## src/rtl/branch_predict_unit.sv

```systemverilog
// Branch resolution from ALU flags plus a BHT of saturating counters.
// Fetch reads the table combinationally; EX trains it and the performance counters on the clock edge.
`timescale 1ns/1ps
module branch_predict_unit #(
  parameter int XLEN        = 32,
  parameter int BHT_ENTRIES = 64,
  parameter int CTR_BITS    = 2,
  parameter int PERF_W      = 32
) (
  input  logic              clk,
  input  logic              reset,
  input  logic [XLEN-1:0]   fetch_pc,
  output logic              predict_taken,
  input  logic              Branch,
  input  logic              stall,
  input  logic [3:0]        Flags,
  input  logic [2:0]        funct3,
  input  logic [XLEN-1:0]   ex_pc,
  input  logic              ex_pred_taken,
  output logic              taken,
  output logic              mispredict,
  output logic [PERF_W-1:0] branch_count,
  output logic [PERF_W-1:0] mispredict_count
);
  localparam int IDX_W = $clog2(BHT_ENTRIES);
  localparam logic [CTR_BITS-1:0] CTR_MAX  = '1;
  // Weakly-not-taken: all ones shifted down gives 2^(CTR_BITS-1)-1, and 0 for CTR_BITS=1.
  localparam logic [CTR_BITS-1:0] CTR_INIT = CTR_MAX >> 1;

  logic [CTR_BITS-1:0] r_bht [BHT_ENTRIES];
  logic [PERF_W-1:0]   r_branch_count;
  logic [PERF_W-1:0]   r_mispredict_count;

  logic [IDX_W-1:0] w_fetch_idx;
  logic [IDX_W-1:0] w_ex_idx;
  logic             w_cond;
  logic             w_update;
  logic             w_v, w_c, w_n, w_z;
  logic             w_unused;

  assign w_fetch_idx = fetch_pc[IDX_W+1:2];
  assign w_ex_idx    = ex_pc[IDX_W+1:2];
  assign {w_v, w_c, w_n, w_z} = Flags;
  assign w_unused    = ^{fetch_pc[XLEN-1:IDX_W+2], fetch_pc[1:0],
                         ex_pc[XLEN-1:IDX_W+2], ex_pc[1:0]};

  always_comb begin
    w_cond = 1'b0;
    case (funct3)
      3'b000:  w_cond = w_z;
      3'b001:  w_cond = ~w_z;
      3'b100:  w_cond = w_n ^ w_v;
      3'b101:  w_cond = ~(w_n ^ w_v);
      3'b110:  w_cond = ~w_c;
      3'b111:  w_cond = w_c;
      default: w_cond = 1'b0;
    endcase
  end

  assign taken         = w_cond & Branch;
  assign mispredict    = Branch & (taken != ex_pred_taken);
  assign w_update      = Branch & ~stall;
  assign predict_taken = ~reset & r_bht[w_fetch_idx][CTR_BITS-1];

  always_ff @(posedge clk or posedge reset) begin
    if (reset) begin
      for (int i = 0; i < BHT_ENTRIES; i++) r_bht[i] <= CTR_INIT;
    end else if (w_update) begin
      if (taken && r_bht[w_ex_idx] != CTR_MAX)
        r_bht[w_ex_idx] <= r_bht[w_ex_idx] + 1'b1;
      else if (!taken && r_bht[w_ex_idx] != '0)
        r_bht[w_ex_idx] <= r_bht[w_ex_idx] - 1'b1;
    end
  end

  always_ff @(posedge clk or posedge reset) begin
    if (reset) begin
      r_branch_count     <= '0;
      r_mispredict_count <= '0;
    end else if (w_update) begin
      if (!(&r_branch_count))
        r_branch_count <= r_branch_count + 1'b1;
      if (mispredict && !(&r_mispredict_count))
        r_mispredict_count <= r_mispredict_count + 1'b1;
    end
  end

  assign branch_count     = r_branch_count;
  assign mispredict_count = r_mispredict_count;
endmodule

```

## config.mk

```make
export PLATFORM = sky130hd
export DESIGN_NAME = branch_predict_unit
export DESIGN_NICKNAME = d
export VERILOG_FILES = /design/src/rtl/branch_predict_unit.sv
export SDC_FILE = /design/constraint.sdc
export NUM_CORES = 1
export LEC_CHECK = 0
export BUFFER_PORTS_ARGS = -buffer_cell sky130_fd_sc_hd__buf_4
export CAP_MARGIN = 20
export CORE_UTILIZATION = 53
export CTS_CLUSTER_SIZE = 40
export DETAILED_ROUTE_END_ITERATION = 6
export PLACE_DENSITY = 0.79
export SLEW_MARGIN = 0
export SYNTH_ARGS = -nofsm -noshare
export SYNTH_HDL_FRONTEND = slang
export SYNTH_SLANG_ARGS = --single-unit
export TNS_END_PERCENT = 30
```

## constraint.sdc

```tcl
create_clock -name clk -period 5.11 [get_ports clk]
set_clock_uncertainty 0.05 [all_clocks]
set_input_delay 0.2555 -clock clk [delete_from_list [all_inputs] [get_ports clk]]
set_output_delay 0.2555 -clock clk [all_outputs]
set_load 0.05 [all_outputs]
```

==> qor.yml <==
status: "completed"
num_antenna_cells: 0
dp_slack_ns: 1.08
slew_headroom_pct: 29.3
placementRows: 50
synthesis.nets: 954
crit_arrival_ns: 3.96
min-delay-path-class: "in -> reg"
syn_area_per_cell_um2: 11.9
overflow: 0
grt_pass1_wl_mm: 40.5
finalWeightedCongestion: 0.868
area_growth_pct: 14.1
fmax_mhz: 271
numCtsBuffers: 17
drive_above_1_share_pct: 38.9
critPathMaxStageDelay_ns: 0.55
cp_common_cell: "buf_4"
coreArea_um2: 19000
ant_nets: 0
drt-pass1-iter-count: 5
dieArea_um2: 20200
grt_max_degree: 74
cp_slowest_cell: "buf_4"
drv_cap: 0
grtUsageTotal_pct: 25.9
critical_path.cell_chain: "buf_4 > buf_4 > mux2i_1 > a22oi_1 > a21boi_0 > a221oi_1 > nand3_1 > a211o_1 > ha_1 > mux2i_4 > buf_12 > nand4b_1 > mux2_2"
cts_tree: "built"
peakVddDrop_v: 0.000298
worstSkewPairLatency_ns: 0.45
leakagePower_nw: 5.27
yosysSeqAreaShare_pct: 46.8
clk_pin_slew_worst_paths_ns: 0.08
ff2ff_setup_slack_ns: 1.55
htreeDepth: 4
crit_type: "in -> reg"
io_pins: 143
cts-root-buf: "clkbuf_16"
numPortBuffers: 90
setup-tns-final_ns: 0
synth-async-reset-ratio_pct: 100
dpl.hpwl_mm: 16.3
endpoint_kind: "register"
die_y_um: 142
cts_resized: 0
vias: 7689
final_util_pct: 62.6
final_nets: 1016
via_per_inst: 6.36
start_kind: "input pin"
crit_required_ns: 5.39
setup_ws_ns: 1.43
hold_violations: 0
post_dp_cell_area_um2: 11300
synth_flop_cell: "dfrtp_1"
fp.dieW_um: 142
min_period_ns: 3.68
drtIter0Drc: 545
syn-cell-area_um2: 10400
fin_area_um2: 11900
crit_fanout: 65
finalPower_mw: 3.96
setup_viol: 0
rsz0062_at_grt: "false"
grt_pass1_vias: 7497
clockBufferDepth: 2
hold_slack_ns: 0.273
drt-total-wl_mm: 25.1
yosysTopAreaCell: "dfrtp_1"
start_util_pct: 54.9
power_density_nw_per_um2: 333
yosys_warnings: 0
antenna_found_initial: 0
min_period_over_period_pct: 72.1
clock-sinks: 192
fin_cells: 1209
synth_top_area_share_pct: 30.7
synthCells: 874
synth-seq-cells: 192
wl_per_cell_um: 20.7
dp.cells: 1175
drv_slew: 0
synth.distinct_cells: 62
synth_edf_count: 0
tightest_slew_ns: 1.06
postCtsSetupRepairBufs: 0
drc: 0
synthTopCellsByArea: "dfrtp_1, dfstp_2, mux2_2"
[repair_timing]
item                                    CTS  global route
hold buffers                              1             0
hold endpoints to repair                  5             0
endpoints found under the setup margin    0             0
[final timing paths]
kind	startpoint	endpoint	depth (start not counted)
max in group asynchronous	reset	branch_count[21]	5
min	stall	mispredict_count[12]	4
max	ex_pc[4]	r_bht[79]	13
max reg2reg	register	r_bht[79]	11
min reg2reg	mispredict_count[11]	mispredict_count[11]	1
min in group asynchronous	reset	r_bht[97]	3
[worst max-delay path, delay by kind of cell]
family	cells	cell delay, ns
buffers and inverters	3	1.29
AO/OA/AOI/OAI	4	0.99
multiplexers	3	0.64
AND/OR/NAND/NOR	2	0.51
adder cells (fa/ha/maj)	1	0.21
[cells in the mapped netlist, types with 4 or more instances]
library cell and count:
nand2_1 35, nor3_1 23, mux2_2 123, nand4_1 59, mux2_1 11, nand4b_2 5, mux4_2 24, nor4_1 4
and2_1 9, and3_1 11, nand2b_1 5, a21oi_1 13, a22o_1 4, o21ai_0 8, dfstp_2 64, clkbuf_1 34
inv_1 8, nand3_1 34, a221oi_1 11, o22ai_1 6, buf_6 6, nand4b_1 27, a22oi_1 16, dfrtp_1 128
and4_1 10, nand4_2 5, mux2i_1 22, xor2_1 21, nor2b_1 10, nor2_1 31, xnor2_1 43, buf_1 4
ha_1 4, buf_2 14
[layer usage]
layer	vias to the layer above	wire length (um)	global-route usage, %
li1	3425	-	-
met1	3922	10700	35.3
met2	285	11800	40.6
met3	57	1760	5.08
met4	0	735	10.4
met5	-	0	0
[power by group]
group	internal [mW]	switching [mW]	total [mW]
Clock	0.707	0.668	1.38
Sequential	1.68	0.129	1.81
Combinational	0.292	0.485	0.776
[cell usage in the layout, fill, tap and decap left out, types with 5 or more instances in the layout]
cell / netlist / layout
dfrtp_1: 128 / 128
mux2_2: 123 / 123
buf_4: 3 / 103
dfstp_2: 64 / 64
nand4_1: 59 / 59
xnor2_1: 43 / 42
nand2_1: 35 / 35
nand3_1: 34 / 34
nor2_1: 31 / 30
nand4b_1: 27 / 27
mux4_2: 24 / 24
mux2i_1: 22 / 22
xor2_1: 21 / 21
nor3_1: 23 / 21
clkbuf_16: 0 / 17
a22oi_1: 16 / 16
a21oi_1: 13 / 13
and3_1: 11 / 11
a221oi_1: 11 / 11
mux2_1: 11 / 11
and4_1: 10 / 10
nor2b_1: 10 / 10
and2_1: 9 / 9
o21ai_0: 8 / 8
inv_1: 8 / 7
o22ai_1: 6 / 6
nand2b_1: 5 / 5
nand4_2: 5 / 5
nand4b_2: 5 / 5
inv_6: 0 / 5
[area by class of cell]
type / instances / area, um2
fill: 1472 / 7120
multi-input combinational: 609 / 5210
sequential: 192 / 4880
timing repair buffer: 107 / 828
clock buffer: 17 / 425
tap: 260 / 325
clock inverter: 15 / 189
inverter: 9 / 37.5
[logic make-up (layout without fill, tap and decap cells)]
kind of cell	after synthesis	after routing	share of synthesized area, %
buffers and inverters	73	148	3.44
flip-flops	192	192	46.8
AND/OR/NAND/NOR	282	282	16.5
multiplexers	181	181	22.0
AO/OA/AOI/OAI	77	77	5.22
adder cells (fa/ha/maj)	4	4	0.480
XOR/XNOR	65	65	5.59
No activity file was read; power rests on OpenSTA's default activity.
